### config.mk
export PLATFORM = sky130hd
export DESIGN_NAME = bitwise_decode_reader_flat
export DESIGN_NICKNAME = d
export VERILOG_FILES = /design/src/rtl/bitwise_decode_reader_pkg.sv /design/src/rtl/bitwise_decode_reader_if.sv /design/src/rtl/bitwise_decode_reader_unit.sv /design/src/rtl/bitwise_decode_reader.sv /design/src/flat_wrapper.sv
export SDC_FILE = /design/constraint.sdc
export NUM_CORES = 1
export LEC_CHECK = 0
export CAP_MARGIN = 20
export CORE_MARGIN = 10
export CORE_UTILIZATION = 47
export CTS_BUF_LIST = sky130_fd_sc_hd__clkbuf_4 sky130_fd_sc_hd__clkbuf_8
export DETAILED_ROUTE_END_ITERATION = 8
export PLACE_DENSITY = 0.82
export SLEW_MARGIN = 20
export SYNTH_ARGS = -nofsm -noshare
export SYNTH_HDL_FRONTEND = slang
export SYNTH_HIERARCHICAL = 1
export SYNTH_SLANG_ARGS = --single-unit
### constraint.sdc
create_clock -name CLK -period 2.6 [get_ports CLK]
set_input_delay 0.52 -clock CLK [delete_from_list [all_inputs] [get_ports CLK]]
set_output_delay 0.52 -clock CLK [all_outputs]
set_load 0.05 [all_outputs]
### src/rtl/bitwise_decode_reader_pkg.sv
// rtl/bitwise_decode_reader_pkg.sv - shared state encoding, op codes and op helper for the decode reader
package bitwise_decode_reader_pkg;

    typedef enum logic [1:0] {
        IDLE  = 2'b00,
        FETCH = 2'b01,
        OUT   = 2'b10,
        DONE  = 2'b11
    } state_t;

    localparam logic [1:0] OP_AND  = 2'b00;
    localparam logic [1:0] OP_OR   = 2'b01;
    localparam logic [1:0] OP_XOR  = 2'b10;
    localparam logic [1:0] OP_NAND = 2'b11;

    // Only XOR can be undone; every other write-side op destroys information.
    function automatic logic op_is_lossy(input logic [1:0] op);
        return op != OP_XOR;
    endfunction

endpackage

### src/rtl/bitwise_decode_reader_if.sv
// rtl/bitwise_decode_reader_if.sv - command, memory and stream signals of the decode reader (checksum port under CHECKSUM_EN)
interface bitwise_decode_reader_if #(
    parameter int ADDR_W = 3,
    parameter int DATA_W = 8
);
    logic              start;
    logic [ADDR_W-1:0] startAddr;
    logic [ADDR_W:0]   count;
    logic [1:0]        operation;
    logic              memMode;
    logic [ADDR_W-1:0] memAddr;
    logic [DATA_W-1:0] memData;
    logic [DATA_W-1:0] romData;
    logic [DATA_W-1:0] dataOut;
    logic              dataValid;
    logic              dataReady;
    logic              lossy;
    logic              busy;
    logic              done;
`ifdef CHECKSUM_EN
    logic [DATA_W-1:0] checksum;
`endif

    modport master (
        output start, startAddr, count, operation, memData, romData, dataReady,
        input  memMode, memAddr, dataOut, dataValid, lossy, busy, done
`ifdef CHECKSUM_EN
        , input checksum
`endif
    );

    modport slave (
        input  start, startAddr, count, operation, memData, romData, dataReady,
        output memMode, memAddr, dataOut, dataValid, lossy, busy, done
`ifdef CHECKSUM_EN
        , output checksum
`endif
    );

endinterface

### src/rtl/bitwise_decode_reader_unit.sv
// rtl/bitwise_decode_reader_unit.sv - combinational inverse of the write-side bitwise op
module bitwise_decode_unit
    import bitwise_decode_reader_pkg::*;
#(
    parameter int DATA_W = 8
) (
    input  logic [1:0]        op,
    input  logic [DATA_W-1:0] mem_data,
    input  logic [DATA_W-1:0] rom_data,
    output logic [DATA_W-1:0] word,
    output logic              lossy
);

    // XOR is self-inverse against the same ROM word; other ops pass the stored word raw.
    always_comb begin
        lossy = op_is_lossy(op);
        word  = lossy ? mem_data : (mem_data ^ rom_data);
    end

endmodule

### src/rtl/bitwise_decode_reader.sv
// rtl/bitwise_decode_reader.sv - sweeps RAM in read mode, decodes against ROM, streams words out (optional CHECKSUM_EN)
module bitwise_decode_reader
    import bitwise_decode_reader_pkg::*;
#(
    parameter int ADDR_W = 3,
    parameter int DATA_W = 8
) (
    input  logic CLK,
    input  logic RST_N,
    bitwise_decode_reader_if.slave bus
);

    localparam logic [ADDR_W:0] FULL_SWEEP = {1'b1, {ADDR_W{1'b0}}};

    state_t            state;
    state_t            state_nxt;
    logic [ADDR_W-1:0] mem_addr;
    logic [ADDR_W:0]   remaining;
    logic [1:0]        op_r;
    logic [DATA_W-1:0] data_out;
    logic              data_valid;
    logic              lossy_r;
    logic              mem_mode;
    logic              busy;
    logic              done;
    logic [1:0]        dec_op;
    logic [DATA_W-1:0] dec_word;
    logic              dec_lossy;
    logic              xfer;

    assign xfer = data_valid && bus.dataReady;

    // In IDLE the unit looks at the incoming op so lossy can be latched at start.
    assign dec_op = (state == IDLE) ? bus.operation : op_r;

    bitwise_decode_unit #(.DATA_W(DATA_W)) u_decode (
        .op       (dec_op),
        .mem_data (bus.memData),
        .rom_data (bus.romData),
        .word     (dec_word),
        .lossy    (dec_lossy)
    );

    // State register.
    always_ff @(posedge CLK or negedge RST_N) begin
        if (!RST_N) begin
            state <= IDLE;
        end else begin
            state <= state_nxt;
        end
    end

    // Next-state: one fetch per word, leave after the last accepted word.
    always_comb begin
        state_nxt = state;
        case (state)
            IDLE:    if (bus.start) state_nxt = FETCH;
            FETCH:   state_nxt = OUT;
            OUT:     if (xfer) state_nxt = (remaining == 1) ? DONE : FETCH;
            DONE:    state_nxt = IDLE;
            default: state_nxt = IDLE;
        endcase
    end

    // State-decoded outputs.
    always_comb begin
        mem_mode = 1'b0;
        busy     = 1'b0;
        done     = 1'b0;
        case (state)
            FETCH, OUT: begin
                mem_mode = 1'b1;
                busy     = 1'b1;
            end
            DONE:    done = 1'b1;
            default: ;
        endcase
    end

    // Sweep counters and output register; dataOut only changes on a fetch.
    always_ff @(posedge CLK or negedge RST_N) begin
        if (!RST_N) begin
            mem_addr   <= '0;
            remaining  <= '0;
            op_r       <= 2'b00;
            data_out   <= '0;
            data_valid <= 1'b0;
            lossy_r    <= 1'b0;
        end else begin
            case (state)
                IDLE: begin
                    if (bus.start) begin
                        mem_addr  <= bus.startAddr;
                        op_r      <= bus.operation;
                        lossy_r   <= dec_lossy;
                        remaining <= (bus.count == '0) ? FULL_SWEEP : bus.count;
                    end
                end
                FETCH: begin
                    data_out   <= dec_word;
                    data_valid <= 1'b1;
                end
                OUT: begin
                    if (xfer) begin
                        data_valid <= 1'b0;
                        if (remaining != 1) begin
                            remaining <= remaining - 1'b1;
                            mem_addr  <= mem_addr + 1'b1;
                        end
                    end
                end
                default: ;
            endcase
        end
    end

`ifdef CHECKSUM_EN
    logic [DATA_W-1:0] checksum_r;

    // Running XOR of accepted words, cleared when a sweep is accepted.
    always_ff @(posedge CLK or negedge RST_N) begin
        if (!RST_N) begin
            checksum_r <= '0;
        end else if (state == IDLE && bus.start) begin
            checksum_r <= '0;
        end else if (state == OUT && xfer) begin
            checksum_r <= checksum_r ^ data_out;
        end
    end

    assign bus.checksum = checksum_r;
`endif

    assign bus.memMode   = mem_mode;
    assign bus.memAddr   = mem_addr;
    assign bus.dataOut   = data_out;
    assign bus.dataValid = data_valid;
    assign bus.lossy     = lossy_r;
    assign bus.busy      = busy;
    assign bus.done      = done;

endmodule

### src/flat_wrapper.sv
// flat-port wrapper written by rule: the top's interface ports become plain ports
module bitwise_decode_reader_flat import bitwise_decode_reader_pkg::*;
#(
    parameter int ADDR_W = 3,
    parameter int DATA_W = 8
)
  (CLK, RST_N, bus_start, bus_startAddr, bus_count, bus_operation, bus_memData, bus_romData, bus_dataReady, bus_memMode, bus_memAddr, bus_dataOut, bus_dataValid, bus_lossy, bus_busy, bus_done);
  bitwise_decode_reader_if #(.ADDR_W(ADDR_W), .DATA_W(DATA_W)) bus_i ();
  input  logic CLK;
  input  logic RST_N;
  input wire logic [$bits(bus_i.start)-1:0] bus_start;
  input wire logic [$bits(bus_i.startAddr)-1:0] bus_startAddr;
  input wire logic [$bits(bus_i.count)-1:0] bus_count;
  input wire logic [$bits(bus_i.operation)-1:0] bus_operation;
  input wire logic [$bits(bus_i.memData)-1:0] bus_memData;
  input wire logic [$bits(bus_i.romData)-1:0] bus_romData;
  input wire logic [$bits(bus_i.dataReady)-1:0] bus_dataReady;
  output wire logic [$bits(bus_i.memMode)-1:0] bus_memMode;
  output wire logic [$bits(bus_i.memAddr)-1:0] bus_memAddr;
  output wire logic [$bits(bus_i.dataOut)-1:0] bus_dataOut;
  output wire logic [$bits(bus_i.dataValid)-1:0] bus_dataValid;
  output wire logic [$bits(bus_i.lossy)-1:0] bus_lossy;
  output wire logic [$bits(bus_i.busy)-1:0] bus_busy;
  output wire logic [$bits(bus_i.done)-1:0] bus_done;
  assign bus_i.start = bus_start;
  assign bus_i.startAddr = bus_startAddr;
  assign bus_i.count = bus_count;
  assign bus_i.operation = bus_operation;
  assign bus_i.memData = bus_memData;
  assign bus_i.romData = bus_romData;
  assign bus_i.dataReady = bus_dataReady;
  assign bus_memMode = bus_i.memMode;
  assign bus_memAddr = bus_i.memAddr;
  assign bus_dataOut = bus_i.dataOut;
  assign bus_dataValid = bus_i.dataValid;
  assign bus_lossy = bus_i.lossy;
  assign bus_busy = bus_i.busy;
  assign bus_done = bus_i.done;
  bitwise_decode_reader #(.ADDR_W(ADDR_W), .DATA_W(DATA_W)) u_core (.CLK(CLK), .RST_N(RST_N), .bus(bus_i));
endmodule
==> flow_metrics.tcl, run 1 <==
set metrics [dict create \
    fmax_mhz 412 \
    clock_latency_ns 0.30 \
    fin_crit_sh_pct 93.3 \
    critical_path_buf_inv_count 2 \
    core_area_mm2 0.00271 \
    area_growth_pct 37.2 \
    cp.depth 3 \
    path_clk_slew_ns 0.12 \
    cts.repair.resized 0 \
    die_y_um 72.9 \
    worst_pin_slew_ns 0.532 \
    hold_class "register to register" \
    cts-root-buf "clkbuf_4" \
    fp-row-count 19 \
    initial_core_util_pct 48.6 \
    vias 1086 \
    track_usage_pct 12.4 \
    p_switching_uw 1250 \
    setup_viol 0 \
    max_stage_delay_ns 0.81 \
    worstSetupEndpointType "output port" \
    worstPathCellList "inv_1 > ha_1 > clkdlybuf4s50_1" \
    drt_iter0_drc 53 \
    first_pass_iters 4 \
    layout.nets 202 \
    power_leakage_uw 0.000738 \
    drive_gt1_share_pct 17.6 \
    grt_overflow 0 \
    wl_um 3220 \
    hold_viol_final 0 \
    netlist_area_mm2 0.00132 \
    routedWlPerCell_um 16.4 \
    via_per_inst 5.54 \
    antenna_found_initial 0 \
    yosysUniqueCellTypes 33 \
    reg2reg_slack_ns 0.51 \
    maxCapViolCount 0 \
    reg2regPathDepth 6 \
    grt_max_degree 22 \
    syn-num-nets 156 \
    cp.arrival_ns 1.91 \
    first_global_vias 1221 \
    required_ns 2.08 \
    switching_share_pct 49.3 \
    crit_path_start_kind "register" \
    grt_pass1_wl_um 5390 \
    die-area_mm2 0.00532 \
    r2r-end "u_core/remaining[2]$_DFFE_PN0P_" \
    place_ws_ns 0.501 \
    setup_tns_ns 0 \
    critPathMaxFanout 4 \
    fin_worst_skew_ns 0.00506 \
    cts_hold_buf 0 \
    rsz0062_at_grt "false" \
    p_per_area_mw_per_mm2 1410 \
    critical_path.top_delay_family "buffers and inverters" \
    synth_top_area_cell "dfrtp_1" \
    clock_sinks 21 \
    relSlewSlack_pct 64.4 \
    syn_inst 120 \
    post_cts_buffers 0 \
    clock_path_buffers 2 \
    diodes 0 \
    fp.dieW_um 72.9 \
    ys_warn_count 6 \
    cp_slowest_cell "clkdlybuf4s50_1" \
    intPower_uw 1290 \
    endpoint "bus_memMode" \
    htreeDepth 1 \
    fin_ws_ns 0.173 \
    routabilityCongestion 0.814 \
    seqPwrFrac_pct 24.9 \
    synth-seq-cells 21 \
    postRouteAntennaNets 0 \
    regToRegStartpoint "u_core/state[0]$_DFFE_PN0P_" \
    yosysTopAreaCellShare_pct 39.9 \
    hold_depth 1 \
    finalMaxSlewViolations 0 \
    drc 0 \
    crit_type "register to output port" \
    status "finished clean" \
    startpoint "u_core/state[0]$_DFFE_PN0P_" \
    syn_area_per_cell_um2 11.0 \
    power.share.combinational_pct 68.4 \
    numPortBuffers 44 \
    cts_tree "done" \
    pwr-share-clk_pct 6.7 \
    synth-seq-area-share_pct 39.9 \
    cts_made_buffers 3 \
    period_needed_ns 2.43 \
    hpwl_um 2590 \
    irDropWorstVdd_mv 1.13 \
    ios 45 \
    synth.area.top_cells "dfrtp_1 40%, mux2_2 11%, ha_1 6.7%, xnor2_1 5.3%, nand3b_1 5.1%" \
]
==> worst min path at each step <==
| stage | endpoint | from | slack [ns] |
|---|---|---|---|
| final | u_core/bus.dataOut[5]$_DFFE_PN0P_ | u_core/bus.dataOut[5]$_DFFE_PN0P_ | 0.52 |
| after global routing | u_core/bus.dataOut[5]$_DFFE_PN0P_ | u_core/bus.dataOut[5]$_DFFE_PN0P_ | 0.55 |
| after CTS | u_core/bus.dataOut[5]$_DFFE_PN0P_ | u_core/bus.dataOut[5]$_DFFE_PN0P_ | 0.52 |
| after detailed placement | u_core/bus.dataOut[5]$_DFFE_PN0P_ | u_core/bus.dataOut[5]$_DFFE_PN0P_ | 0.50 |
| after global placement | u_core/op_r[1]$_DFFE_PN0P_ | u_core/op_r[1]$_DFFE_PN0P_ | 0.48 |
| after floorplan | u_core/bus.dataOut[0]$_DFFE_PN0P_ | RST_N | 0.22 |
==> registers in the layout (all words and copies together), names as in the netlist <==
name	flops
u_core/state	2
u_core/bus.memAddr	3
u_core/remaining	4
u_core/bus.dataValid	1
u_core/bus.lossy	1
u_core/bus.dataOut	8
u_core/op_r	2
==> cell usage after synthesis, drive strengths merged <==
cell type  count
nand2          5
mux2          13
a21oi          7
dfrtp         21
a21boi         1
and2b          1
o32ai          3
o22ai          4
nand3b         9
nor4bb         1
a211o          1
ha             7
a2111oi        1
nor2           4
nand2b         2
clkbuf         2
o21ai          4
a211oi         2
or2            3
xnor2          8
a311oi         2
nor3           3
buf            4
a21o           1
o32a           1
o31ai          2
inv            8
==> cells in the final DEF (no fill, tap or decap), drive strengths merged, types with 5 or more instances in the layout <==
master         Yosys  routed
ha                 7       7
inv                8       8
xnor2              8       8
dfrtp             21      21
a21oi              7       7
nand3b             9       9
mux2              13      13
clkdlybuf4s50      0      44
nand2              5       5
==> power by group through the flow <==
stage,clock network (uW),logic [uW],registers (uW)
2_1_floorplan,0,948,971
6_report,170,1740,634
3_5_place_dp,0,1740,641
3_3_place_gp,0,1710,623
4_1_cts,177,1750,633
5_1_grt,190,1860,662
==> per-layer routing <==
layer	track usage [%]	up-vias	wire length [um]
met5	0	-	0
met1	12.6	513	1250
met4	5.06	0	42
met3	7.62	6	437
met2	20.1	44	1490
li1	-	523	-
==> cells by family (layout without fill, tap and decap cells) <==
logic type      Yosys count  in the layout  share of synthesized area, %
mux                      13             13                          11.1
buf+inv                  14             59                          5.51
flops                    21             21                          39.9
xor+xnor                  8              8                          5.32
compound gates           29             29                          17.7
simple gates             28             28                          13.8
fa+ha+maj                 7              7                          6.65
==> through the flow <==
step                hold WS [ns]  power (uW)  std cells  instance area, um2  util [%]
floorplan                  0.224        1920        120                1320         -
global placement           0.484        2330        192                1780      65.5
detailed placement         0.496        2380        192                1780      65.5
CTS                        0.523        2560        196                1810      66.6
global route               0.545        2710        196                1810      66.6
finish                     0.519        2540        196                1810      66.6
==> cell type report <==
cell class / instances / area, um2
Fill cell: 225 / 905
Multi-Input combinational cell: 85 / 718
Inverter: 8 / 30.0
Tap cell: 31 / 38.8
Clock buffer: 4 / 30.0
Sequential cell: 21 / 526
Timing Repair Buffer: 47 / 463
Note: power is estimated with default switching activity, not from simulation.
==> run 2, diff against run 1 <==
- HOLD_SLACK_MARGIN: default -> 0.1
- SLEW_MARGIN: 20 -> 25
==> results of run 2 <==
Final layout, timing and power as in run 1 (identical DEF).
==> run 3, diff against run 2 <==
- ABC_CLOCK_PERIOD_IN_PS: default -> 2600
- SLEW_MARGIN: 25 -> 30
==> results of run 3 <==
Final layout, timing and power as in run 1 (identical DEF).
